$ cat src/rtl/imem_fetch_ctrl.sv
// Instruction-fetch controller: one outstanding request on a req/gnt/rvalid memory port,
// with a single-entry hold buffer for decode stalls and squashing of wrong-path fetches.
module imem_fetch_ctrl #(
  parameter int unsigned STALL_CNT_W = 16
) (
  input  logic                   clk_i,
  input  logic                   rst_i,
  input  logic [31:0]            pc_f_i,
  input  logic                   redirect_i,
  input  logic                   stall_d_i,
  output logic                   imem_req_o,
  output logic [31:0]            imem_addr_o,
  input  logic                   imem_gnt_i,
  input  logic                   imem_rvalid_i,
  input  logic [31:0]            imem_rdata_i,
  output logic [31:0]            instr_f_o,
  output logic                   instr_valid_o,
  output logic                   stall_f_o,
  output logic                   flush_d_o,
  output logic [STALL_CNT_W-1:0] stall_cnt_o
);

  typedef enum logic [2:0] {
    IDLE,
    REQ,
    WAIT,
    HOLD,
    DROP_REQ,
    DROP
  } state_t;

  state_t      state_q;
  logic [31:0] hold_q;
  logic        delivery;
  logic        taken_redir;

  // NOTE: every output of a combinational block gets a default first, so no path infers a latch.
  always_comb begin
    instr_valid_o = 1'b0;
    instr_f_o     = '0;
    case (state_q)
      WAIT: begin
        if (imem_rvalid_i) begin
          instr_valid_o = 1'b1;
          instr_f_o     = imem_rdata_i;
        end
      end
      HOLD: begin
        instr_valid_o = 1'b1;
        instr_f_o     = hold_q;
      end
      default: begin
        instr_valid_o = 1'b0;
        instr_f_o     = '0;
      end
    endcase
  end

  assign delivery    = instr_valid_o & ~stall_d_i & ~redirect_i;
  assign taken_redir = redirect_i & ~stall_d_i;

  // The PC must not move while reset is held, even if decode signals a redirect.
  assign stall_f_o = ~rst_i | ~(delivery | taken_redir);
  assign flush_d_o = ~stall_d_i & ~delivery;

  // NOTE: sequential state uses non-blocking assignments so every flop samples pre-edge values.
  always_ff @(posedge clk_i or negedge rst_i) begin
    if (!rst_i) begin
      state_q     <= IDLE;
      imem_req_o  <= 1'b0;
      imem_addr_o <= '0;
      hold_q      <= '0;
    end else begin
      case (state_q)
        IDLE: begin
          state_q     <= REQ;
          imem_req_o  <= 1'b1;
          imem_addr_o <= pc_f_i;
        end
        REQ: begin
          // A granted or pending request cannot be withdrawn; its data is dropped instead.
          if (taken_redir) begin
            state_q    <= imem_gnt_i ? DROP : DROP_REQ;
            imem_req_o <= ~imem_gnt_i;
          end else if (imem_gnt_i) begin
            state_q    <= WAIT;
            imem_req_o <= 1'b0;
          end
        end
        WAIT: begin
          if (imem_rvalid_i) begin
            if (taken_redir || delivery) begin
              state_q     <= REQ;
              imem_req_o  <= 1'b1;
              imem_addr_o <= pc_f_i;
            end else begin
              state_q <= HOLD;
              hold_q  <= imem_rdata_i;
            end
          end else if (taken_redir) begin
            state_q <= DROP;
          end
        end
        HOLD: begin
          if (taken_redir || delivery) begin
            state_q     <= REQ;
            imem_req_o  <= 1'b1;
            imem_addr_o <= pc_f_i;
          end
        end
        DROP_REQ: begin
          if (imem_gnt_i) begin
            state_q    <= DROP;
            imem_req_o <= 1'b0;
          end
        end
        DROP: begin
          if (imem_rvalid_i) begin
            state_q     <= REQ;
            imem_req_o  <= 1'b1;
            imem_addr_o <= pc_f_i;
          end
        end
        default: begin
          state_q    <= IDLE;
          imem_req_o <= 1'b0;
        end
      endcase
    end
  end

  // Counts cycles the front end is waiting on memory, not cycles decode is holding it.
  always_ff @(posedge clk_i or negedge rst_i) begin
    if (!rst_i) begin
      stall_cnt_o <= '0;
    end else if (stall_f_o && !stall_d_i && (stall_cnt_o != {STALL_CNT_W{1'b1}})) begin
      stall_cnt_o <= stall_cnt_o + STALL_CNT_W'(1);
    end
  end

endmodule

$ cat config.mk
export PLATFORM = sky130hd
export DESIGN_NAME = imem_fetch_ctrl
export DESIGN_NICKNAME = d
export VERILOG_FILES = /design/src/rtl/imem_fetch_ctrl.sv
export SDC_FILE = /design/constraint.sdc
export NUM_CORES = 1
export LEC_CHECK = 0
export ABC_AREA = 1
export BUFFER_PORTS_ARGS = -buffer_cell sky130_fd_sc_hd__buf_2
export CAP_MARGIN = 0
export CORE_UTILIZATION = 53
export DETAILED_ROUTE_END_ITERATION = 8
export GPL_TIMING_DRIVEN = 0
export PLACE_DENSITY = 0.93
export SLEW_MARGIN = 30
export SYNTH_ARGS = -nofsm -noshare
export SYNTH_HDL_FRONTEND = slang
export SYNTH_SLANG_ARGS = --single-unit
$ cat constraint.sdc
create_clock -name clk_i -period 2.75 [get_ports clk_i]
set_clock_uncertainty 0.2 [all_clocks]
set_input_delay 0.825 -clock clk_i [delete_from_list [all_inputs] [get_ports clk_i]]
set_output_delay 0.825 -clock clk_i [all_outputs]
set_load 0.05 [all_outputs]
==> flow_metrics.py, run 1 <==
metrics = {
    "run_status": {
        "run_status": "finished, violations left",
        "failed_checks": "setup timing",
    },
    "finish": {
        "multi_input_combinational_cell_area_sq_um": 1980,
        "num-fill-cells": 498,
        "layout_cell_share_with_drive_strength_beyond_1_pct": 39.5,
        "layout.nets": 783,
        "final_cell_count_no_fill": 818,
        "sequential_cell_area_sq_um": 2100,
        "flow.area_growth_from_synthesis_pct": 44.0,
        "insertedDiodeCount": 0,
    },
    "placed_design": {
        "port_buffers": 153,
        "dp.cells": 792,
        "post-dp-hpwl_microns": 8110,
        "gp_congestion": 0.892,
    },
    "global_route": {
        "grt_pass1_wl_microns": 20200,
        "grt_use_total_pct": 30.6,
        "grt_pass1_vias": 4317,
        "grt_max_degree": 35,
        "total_global_routing_overflow": 0,
        "number_of_antenna_violations_at_the_first_check_in_global_routing": 0,
    },
    "sta": {
        "final.setup.worst_slack_ns": -0.0329,
        "maxClockFrequency_mhz": 359,
        "tns_ns": -0.137,
        "setup-violations-final": 13,
        "finalHoldViolCount": 0,
        "rsz0062_at_grt": "true",
        "timing_max_transition_violations_final": 0,
        "timing_worst_slew_pin_value_ns": 0.526,
        "finalCriticalPeriod_ns": 2.78,
        "finalCritPeriodShare_pct": 101,
        "hold-worst-slack_ns": 0.118,
        "relSlewSlack_pct": 64.9,
    },
    "power_and_ir_drop": {
        "leakagePower_uw": 0.00321,
        "ir_drop_worst_vdd_v": 0.000790,
        "pwr_density_cell_nw_per_um2": 1230,
    },
    "clock_tree": {
        "tritoncts.num_buffers": 9,
        "clk_latency_ns": 0.34,
        "cts_tree": "done",
        "cts-hold-fix-buffers": 0,
        "cts_buffer_depth": 2,
        "number_of_sinks_on_the_clock_net": 84,
        "clock_tree.root_cell": "sky130_fd_sc_hd__clkbuf_8",
        "cts.reportedPaths.clkPinSlew_ns": 0.09,
        "clock_tree.htree_level_count": 3,
    },
    "routing": {
        "detailedRoute.firstPassIterationCount": 7,
        "post_drt_via_cell_ratio": 5.56,
        "dr.first_iter.drc_count": 271,
        "postRouteWirelength_microns": 13500,
        "number_of_nets_still_failing_antenna_checks_after_routing": 0,
        "num_vias": 4546,
        "avgRoutedWirePerCell_microns": 16.5,
        "drc": 0,
    },
    "worst_hold_path": {
        "hold_path_class": "input port to asynchronous set/reset pin",
    },
    "critical_path": {
        "reg2reg_to": "hold_q[11]",
        "reg2regPathDepth": 9,
        "reg2reg_slack_ns": 0.55,
        "path_class": "register to primary output",
        "critical_path_maximum_fanout": 8,
        "data_required_time_of_the_critical_path_ns": 1.73,
        "start_kind": "register",
        "worst_ep_arrival_time_ns": 1.76,
        "worst_r2r_startpoint": "state_q[2]",
        "cp-end-kind": "primary output",
    },
    "logic_synthesis": {
        "postSynthRegisterBits": 84,
        "syn-instance-count": 536,
        "post_synth.cell_area_avg_sq_um": 7.80,
        "post_synth_instance_area_sq_um": 4180,
        "synth.largest_area_cell": "sky130_fd_sc_hd__dfrtp_1",
        "post_synth_num_cell_types": 28,
        "most_frequent_cell_after_synthesis": "sky130_fd_sc_hd__nand2_1",
        "commonest_cells_in_the_synthesized_netlist": "sky130_fd_sc_hd__nand2_1 (181), sky130_fd_sc_hd__dfrtp_1 (84), sky130_fd_sc_hd__nand3_1 (59), sky130_fd_sc_hd__inv_1 (55), sky130_fd_sc_hd__o21ai_0 (38)",
        "synth_flop_cell": "sky130_fd_sc_hd__dfrtp_1",
        "synth_enable_flop_cells": 0,
        "ys_top_cells_by_area": "sky130_fd_sc_hd__dfrtp_1 (50%), sky130_fd_sc_hd__nand2_1 (16%), sky130_fd_sc_hd__nand3_1 (7.1%), sky130_fd_sc_hd__inv_1 (4.9%), sky130_fd_sc_hd__o22ai_1 (4.8%)",
        "synth_fp_nets": 607,
        "ys_async_sr_fraction_pct": 100,
        "ys_warn_count": 0,
        "post-synth-top-area-fraction_pct": 50.3,
        "synth-seq-area-share_pct": 50.3,
    },
    "flow_run": {
        "maxCapViolations": 0,
    },
    "die": {
        "top_level_ports": 154,
        "core_sq_um": 7690,
        "die_ht_microns": 90.8,
        "fp.dieW_microns": 90.8,
        "rows": 32,
        "die-area_sq_um": 8240,
        "start_util_pct": 54.4,
    },
}
[sequential cells by signal, summed over array words and instances, names as in the netlist]
signal       cells
hold_q          32
state_q          3
imem_addr_o     32
imem_req_o       1
stall_cnt_o     16
[through the flow]
step / utilization, % / setup WS (ns) / area, sq um / total power [uW]
CTS: 75.9 / -0.0390 / 5830 / 7180
detailed placement: 67.8 / -0.332 / 5210 / 5880
global placement: 67.4 / -1.44 / 5180 / 5730
finish: 78.3 / -0.0329 / 6020 / 7410
global route: 78.3 / -0.0876 / 6020 / 7810
floorplan: - / -0.140 / 4280 / 4970
[logic make-up (layout without fill, tap and decap cells)]
| logic type | count (synthesis) | in the layout | share of synthesized area (%) |
|---|---|---|---|
| AOI/OAI and AO/OA | 76 | 76 | 10.4 |
| and+or+nand+nor | 285 | 285 | 28.9 |
| xor gates and xnor gates | 7 | 7 | 1.47 |
| adders and majority gates | 1 | 1 | 0.299 |
| buffers and inverters | 83 | 263 | 8.65 |
| DFF | 84 | 84 | 50.3 |
[worst max-delay path, stage by stage, from the launching register on]
cell and delay, ns:
sky130_fd_sc_hd__dfrtp_2 0.44, sky130_fd_sc_hd__inv_2 0.09, sky130_fd_sc_hd__nand2_4 0.07, sky130_fd_sc_hd__nor2_4 0.11, sky130_fd_sc_hd__nand2_2 0.09, sky130_fd_sc_hd__clkinv_4 0.12
sky130_fd_sc_hd__buf_8 0.15, sky130_fd_sc_hd__nand2_2 0.09, sky130_fd_sc_hd__o21ai_4 0.09, sky130_fd_sc_hd__buf_6 0.18
[power breakdown]
group / leakage [uW] / switching (uW) / internal (uW)
clock network: 0.000111 / 432 / 555
registers: 0.00105 / 289 / 1770
logic: 0.00205 / 3090 / 1270
[cell type report]
type,count,share of cell area (%)
multi-input cells,369,32.9
plain buffers,22,3.20
clock buffers,11,2.52
flip-flops and latches,84,35.0
repair buffers,167,19.3
clock inverters,4,1.21
well taps,102,2.12
inverters,59,3.83
[metal layers]
| layer | up-vias | GRT usage, % | routed length (microns) |
|---|---|---|---|
| met5 | - | 0 | 0 |
| met4 | 0 | 13.0 | 480 |
| met3 | 45 | 5.05 | 1040 |
| met2 | 266 | 53.5 | 6840 |
| met1 | 2146 | 37.4 | 5140 |
| li1 | 2089 | - | - |
[layout by cell type, fill, tap and decap left out, types with 3 or more instances in the layout]
master and n:
sky130_fd_sc_hd__nand4_1 7, sky130_fd_sc_hd__o21ai_2 29, sky130_fd_sc_hd__buf_4 12, sky130_fd_sc_hd__o22ai_1 32, sky130_fd_sc_hd__inv_2 4, sky130_fd_sc_hd__dfrtp_1 82
sky130_fd_sc_hd__buf_6 40, sky130_fd_sc_hd__o21ai_0 6, sky130_fd_sc_hd__nand2_1 153, sky130_fd_sc_hd__clkbuf_8 13, sky130_fd_sc_hd__xor2_1 3, sky130_fd_sc_hd__nor2_4 6
sky130_fd_sc_hd__inv_1 52, sky130_fd_sc_hd__nand3_1 59, sky130_fd_sc_hd__buf_8 4, sky130_fd_sc_hd__nor2_1 21, sky130_fd_sc_hd__xnor2_1 4, sky130_fd_sc_hd__a21oi_1 3
sky130_fd_sc_hd__nand2_2 27, sky130_fd_sc_hd__buf_2 126, sky130_fd_sc_hd__nand2_4 4
[worst max-delay path by stage]
stage | from | endpoint | slack [ns] | depth (start not counted)
final | state_q[2] | instr_f_o[26] | -0.03 | 9
after global routing | state_q[2] | instr_f_o[13] | -0.09 | 9
after CTS | state_q[2] | instr_f_o[26] | -0.04 | 9
after detailed placement | rst_i | stall_f_o | -0.33 | 5
after global placement | rst_i | stall_f_o | -1.44 | 4
after floorplan | state_q[2] | instr_f_o[14] | -0.14 | 5
[repair_timing]
action | CTS | global route
gates resized for setup | 103 | 46
pin swaps | 3 | 4
setup endpoints to repair | 35 | 35
gates cloned | 3 | 1
setup buffers | 7 | 2
Power figures use the tool's default switching activity.
==> run 2, diff against run 1 <==
- CORE_UTILIZATION: 53 -> 45
- PLACE_DENSITY: 0.93 -> 0.85
- SKIP_LAST_GASP: unset -> 1
- clock period: 2.75 -> 2.42 ns (I/O delays scaled with it)
==> run 2 against run 1 <==
- the flow finishes with violations (DRC, setup timing)
- hold slack got worse by 0.097 ns
- sequential power increased by 13%
- non-clock buffer count increased by 11
- first-iteration DRC count increased by 4.8%
- critical path depth unchanged
- wire length about the same
- cell count increased by 2.0%
- via count decreased by 2.4%
- die area increased by 17%
- sequential share of layout area decreased by 1.9 points
- setup slack got worse by 0.22 ns
- critical path type unchanged
==> flow_metrics.py, run 2 (synthesis gave the netlist of run 1 again) <==
metrics = {
    "sta": {
        "relSlewSlack_pct": 67.4,
        "timing_max_transition_violations_final": 0,
        "rsz0062_at_grt": "true",
        "finalHoldViolCount": 0,
        "final.setup.worst_slack_ns": -0.257,
        "tns_ns": -7.14,
        "finalCriticalPeriod_ns": 2.68,
        "hold-worst-slack_ns": 0.0216,
        "setup-violations-final": 35,
        "finalCritPeriodShare_pct": 111,
        "timing_worst_slew_pin_value_ns": 0.489,
        "maxClockFrequency_mhz": 374,
    },
    "critical_path": {
        "reg2reg_slack_ns": 0.14,
        "worst_r2r_startpoint": "state_q[2]",
        "path_class": "register to primary output",
        "reg2reg_to": "imem_addr_o[18]",
        "cp-end-kind": "primary output",
        "data_required_time_of_the_critical_path_ns": 1.49,
        "worst_ep_arrival_time_ns": 1.75,
        "crit_start": "state_q[2]",
        "critical_path_maximum_fanout": 8,
        "start_kind": "register",
        "reg2regPathDepth": 12,
        "timing.critical_path.to": "instr_f_o[24]",
    },
    "finish": {
        "layout.nets": 794,
        "layout_cell_share_with_drive_strength_beyond_1_pct": 41.3,
        "most_common_library_cell_in_the_layout_ignoring_fill_and_taps": "sky130_fd_sc_hd__nand2_1",
        "sequential_cell_area_sq_um": 2110,
        "insertedDiodeCount": 0,
        "flow.area_growth_from_synthesis_pct": 52.3,
        "num-fill-cells": 661,
        "final_cell_mix": "sky130_fd_sc_hd__nand2_1 (150), sky130_fd_sc_hd__buf_2 (126), sky130_fd_sc_hd__dfrtp_1 (81)",
        "multi_input_combinational_cell_area_sq_um": 2130,
        "reg.largest.list": "hold_q (32), imem_addr_o (32), stall_cnt_o (16)",
    },
    "clock_tree": {
        "tritoncts.num_buffers": 9,
        "clock_tree.root_cell": "sky130_fd_sc_hd__clkbuf_8",
        "number_of_sinks_on_the_clock_net": 84,
        "clk_latency_ns": 0.34,
        "cts_buffer_depth": 2,
        "cts-hold-fix-buffers": 0,
        "cts_tree": "done",
        "clock_tree.htree_level_count": 3,
        "cts.reportedPaths.clkPinSlew_ns": 0.09,
    },
    "power_and_ir_drop": {
        "p_sw_uw": 4420,
        "power.share.combinational_pct": 59.5,
        "ir_drop_worst_vdd_v": 0.000730,
        "sw_frac_of_total_pct": 50.8,
        "pwr-share-clk_pct": 13.6,
        "internal-power_uw": 4270,
        "pwr_density_cell_nw_per_um2": 1370,
        "leakagePower_uw": 0.00342,
        "pwr-share-seq_pct": 26.9,
    },
    "worst_hold_path": {
        "hold_path_class": "input port to asynchronous set/reset pin",
    },
    "placed_design": {
        "gp_congestion": 0.923,
        "port_buffers": 153,
        "post-dp-hpwl_microns": 8520,
    },
    "die": {
        "rows": 34,
        "fp.dieW_microns": 98.4,
        "die-area_sq_um": 9680,
        "top_level_ports": 154,
        "start_util_pct": 47.2,
        "die_ht_microns": 98.4,
        "core_sq_um": 8850,
    },
    "global_route": {
        "grt_use_total_pct": 27.0,
        "grt_pass1_vias": 4384,
        "grt_pass1_wl_microns": 20700,
        "total_global_routing_overflow": 0,
        "number_of_antenna_violations_at_the_first_check_in_global_routing": 0,
        "grt_max_degree": 46,
    },
    "routing": {
        "num_vias": 4436,
        "drc": 10,
        "dr.first_iter.drc_count": 284,
        "post_drt_via_cell_ratio": 5.32,
        "postRouteWirelength_microns": 13500,
        "avgRoutedWirePerCell_microns": 16.2,
        "number_of_nets_still_failing_antenna_checks_after_routing": 0,
        "detailedRoute.firstPassIterationCount": 9,
    },
    "flow_run": {
        "maxCapViolations": 0,
    },
    "run_status": {
        "run_status": "finished, violations left",
        "failed_checks": "DRC, setup timing",
    },
}
==> run 2: metal layers <==
| layer | part of all wire, % | GRT usage (%) |
|---|---|---|
| met5 | 0 | 0 |
| met4 | 2.9 | 12.1 |
| met3 | 6.6 | 4.87 |
| met2 | 51 | 47.1 |
| met1 | 39 | 32.7 |
==> run 2: layout make-up <==
type	count	share of cell area, %
flip-flops and latches	84	33.1
repair buffers	177	20.4
clock inverters	5	1.61
well taps	108	2.12
multi-input cells	369	33.4
plain buffers	23	3.62
inverters	59	3.79
clock buffers	9	1.95
==> run 2: critical path, cell delays in order, from the launching register on <==
cell and delay (ns):
sky130_fd_sc_hd__dfrtp_2 0.44, sky130_fd_sc_hd__inv_2 0.08, sky130_fd_sc_hd__nand2_4 0.06, sky130_fd_sc_hd__nor2_4 0.14
sky130_fd_sc_hd__nand2_4 0.10, sky130_fd_sc_hd__clkinv_8 0.10, sky130_fd_sc_hd__clkbuf_16 0.17, sky130_fd_sc_hd__nand2_4 0.06
sky130_fd_sc_hd__o21ai_2 0.08, sky130_fd_sc_hd__buf_6 0.18
==> run 2: repair_timing <==
item,in CTS,in global routing
pin swaps,6,9
setup buffers,13,6
gates resized for setup,149,43
cloned,3,1
setup endpoints to repair,35,35
==> run 2: metrics by stage <==
step / instances / cell area (sq um) / utilization (%) / total power [uW] / worst slack (ns)
after global routing: 834 / 6360 / 71.9 / 9170 / -0.311
after floorplan: 536 / 4340 / - / 5700 / -0.371
after detailed placement: 798 / 5270 / 59.6 / 6730 / -0.525
after CTS: 827 / 6140 / 69.4 / 8460 / -0.256
after global placement: 797 / 5240 / 59.3 / 6580 / -1.56
final: 834 / 6360 / 71.9 / 8690 / -0.257
==> run 2: how the worst min path moves through the flow <==
stage	end	slack [ns]	depth (start not counted)
finish	hold_q[8]	0.02	1
global route	hold_q[8]	0.03	1
CTS	hold_q[8]	0.02	1
detailed placement	imem_addr_o[1]	0.26	2
global placement	imem_addr_o[23]	0.25	2
floorplan	hold_q[0]	0.23	0
==> run 2: power groups by stage <==
stage | clock [uW] | combinational (uW) | sequential (uW)
6_report | 1180 | 5170 | 2330
5_1_grt | 1260 | 5510 | 2400
4_1_cts | 1200 | 4950 | 2310
3_5_place_dp | 0 | 4400 | 2330
3_3_place_gp | 0 | 4270 | 2310
2_1_floorplan | 0 | 2340 | 3360
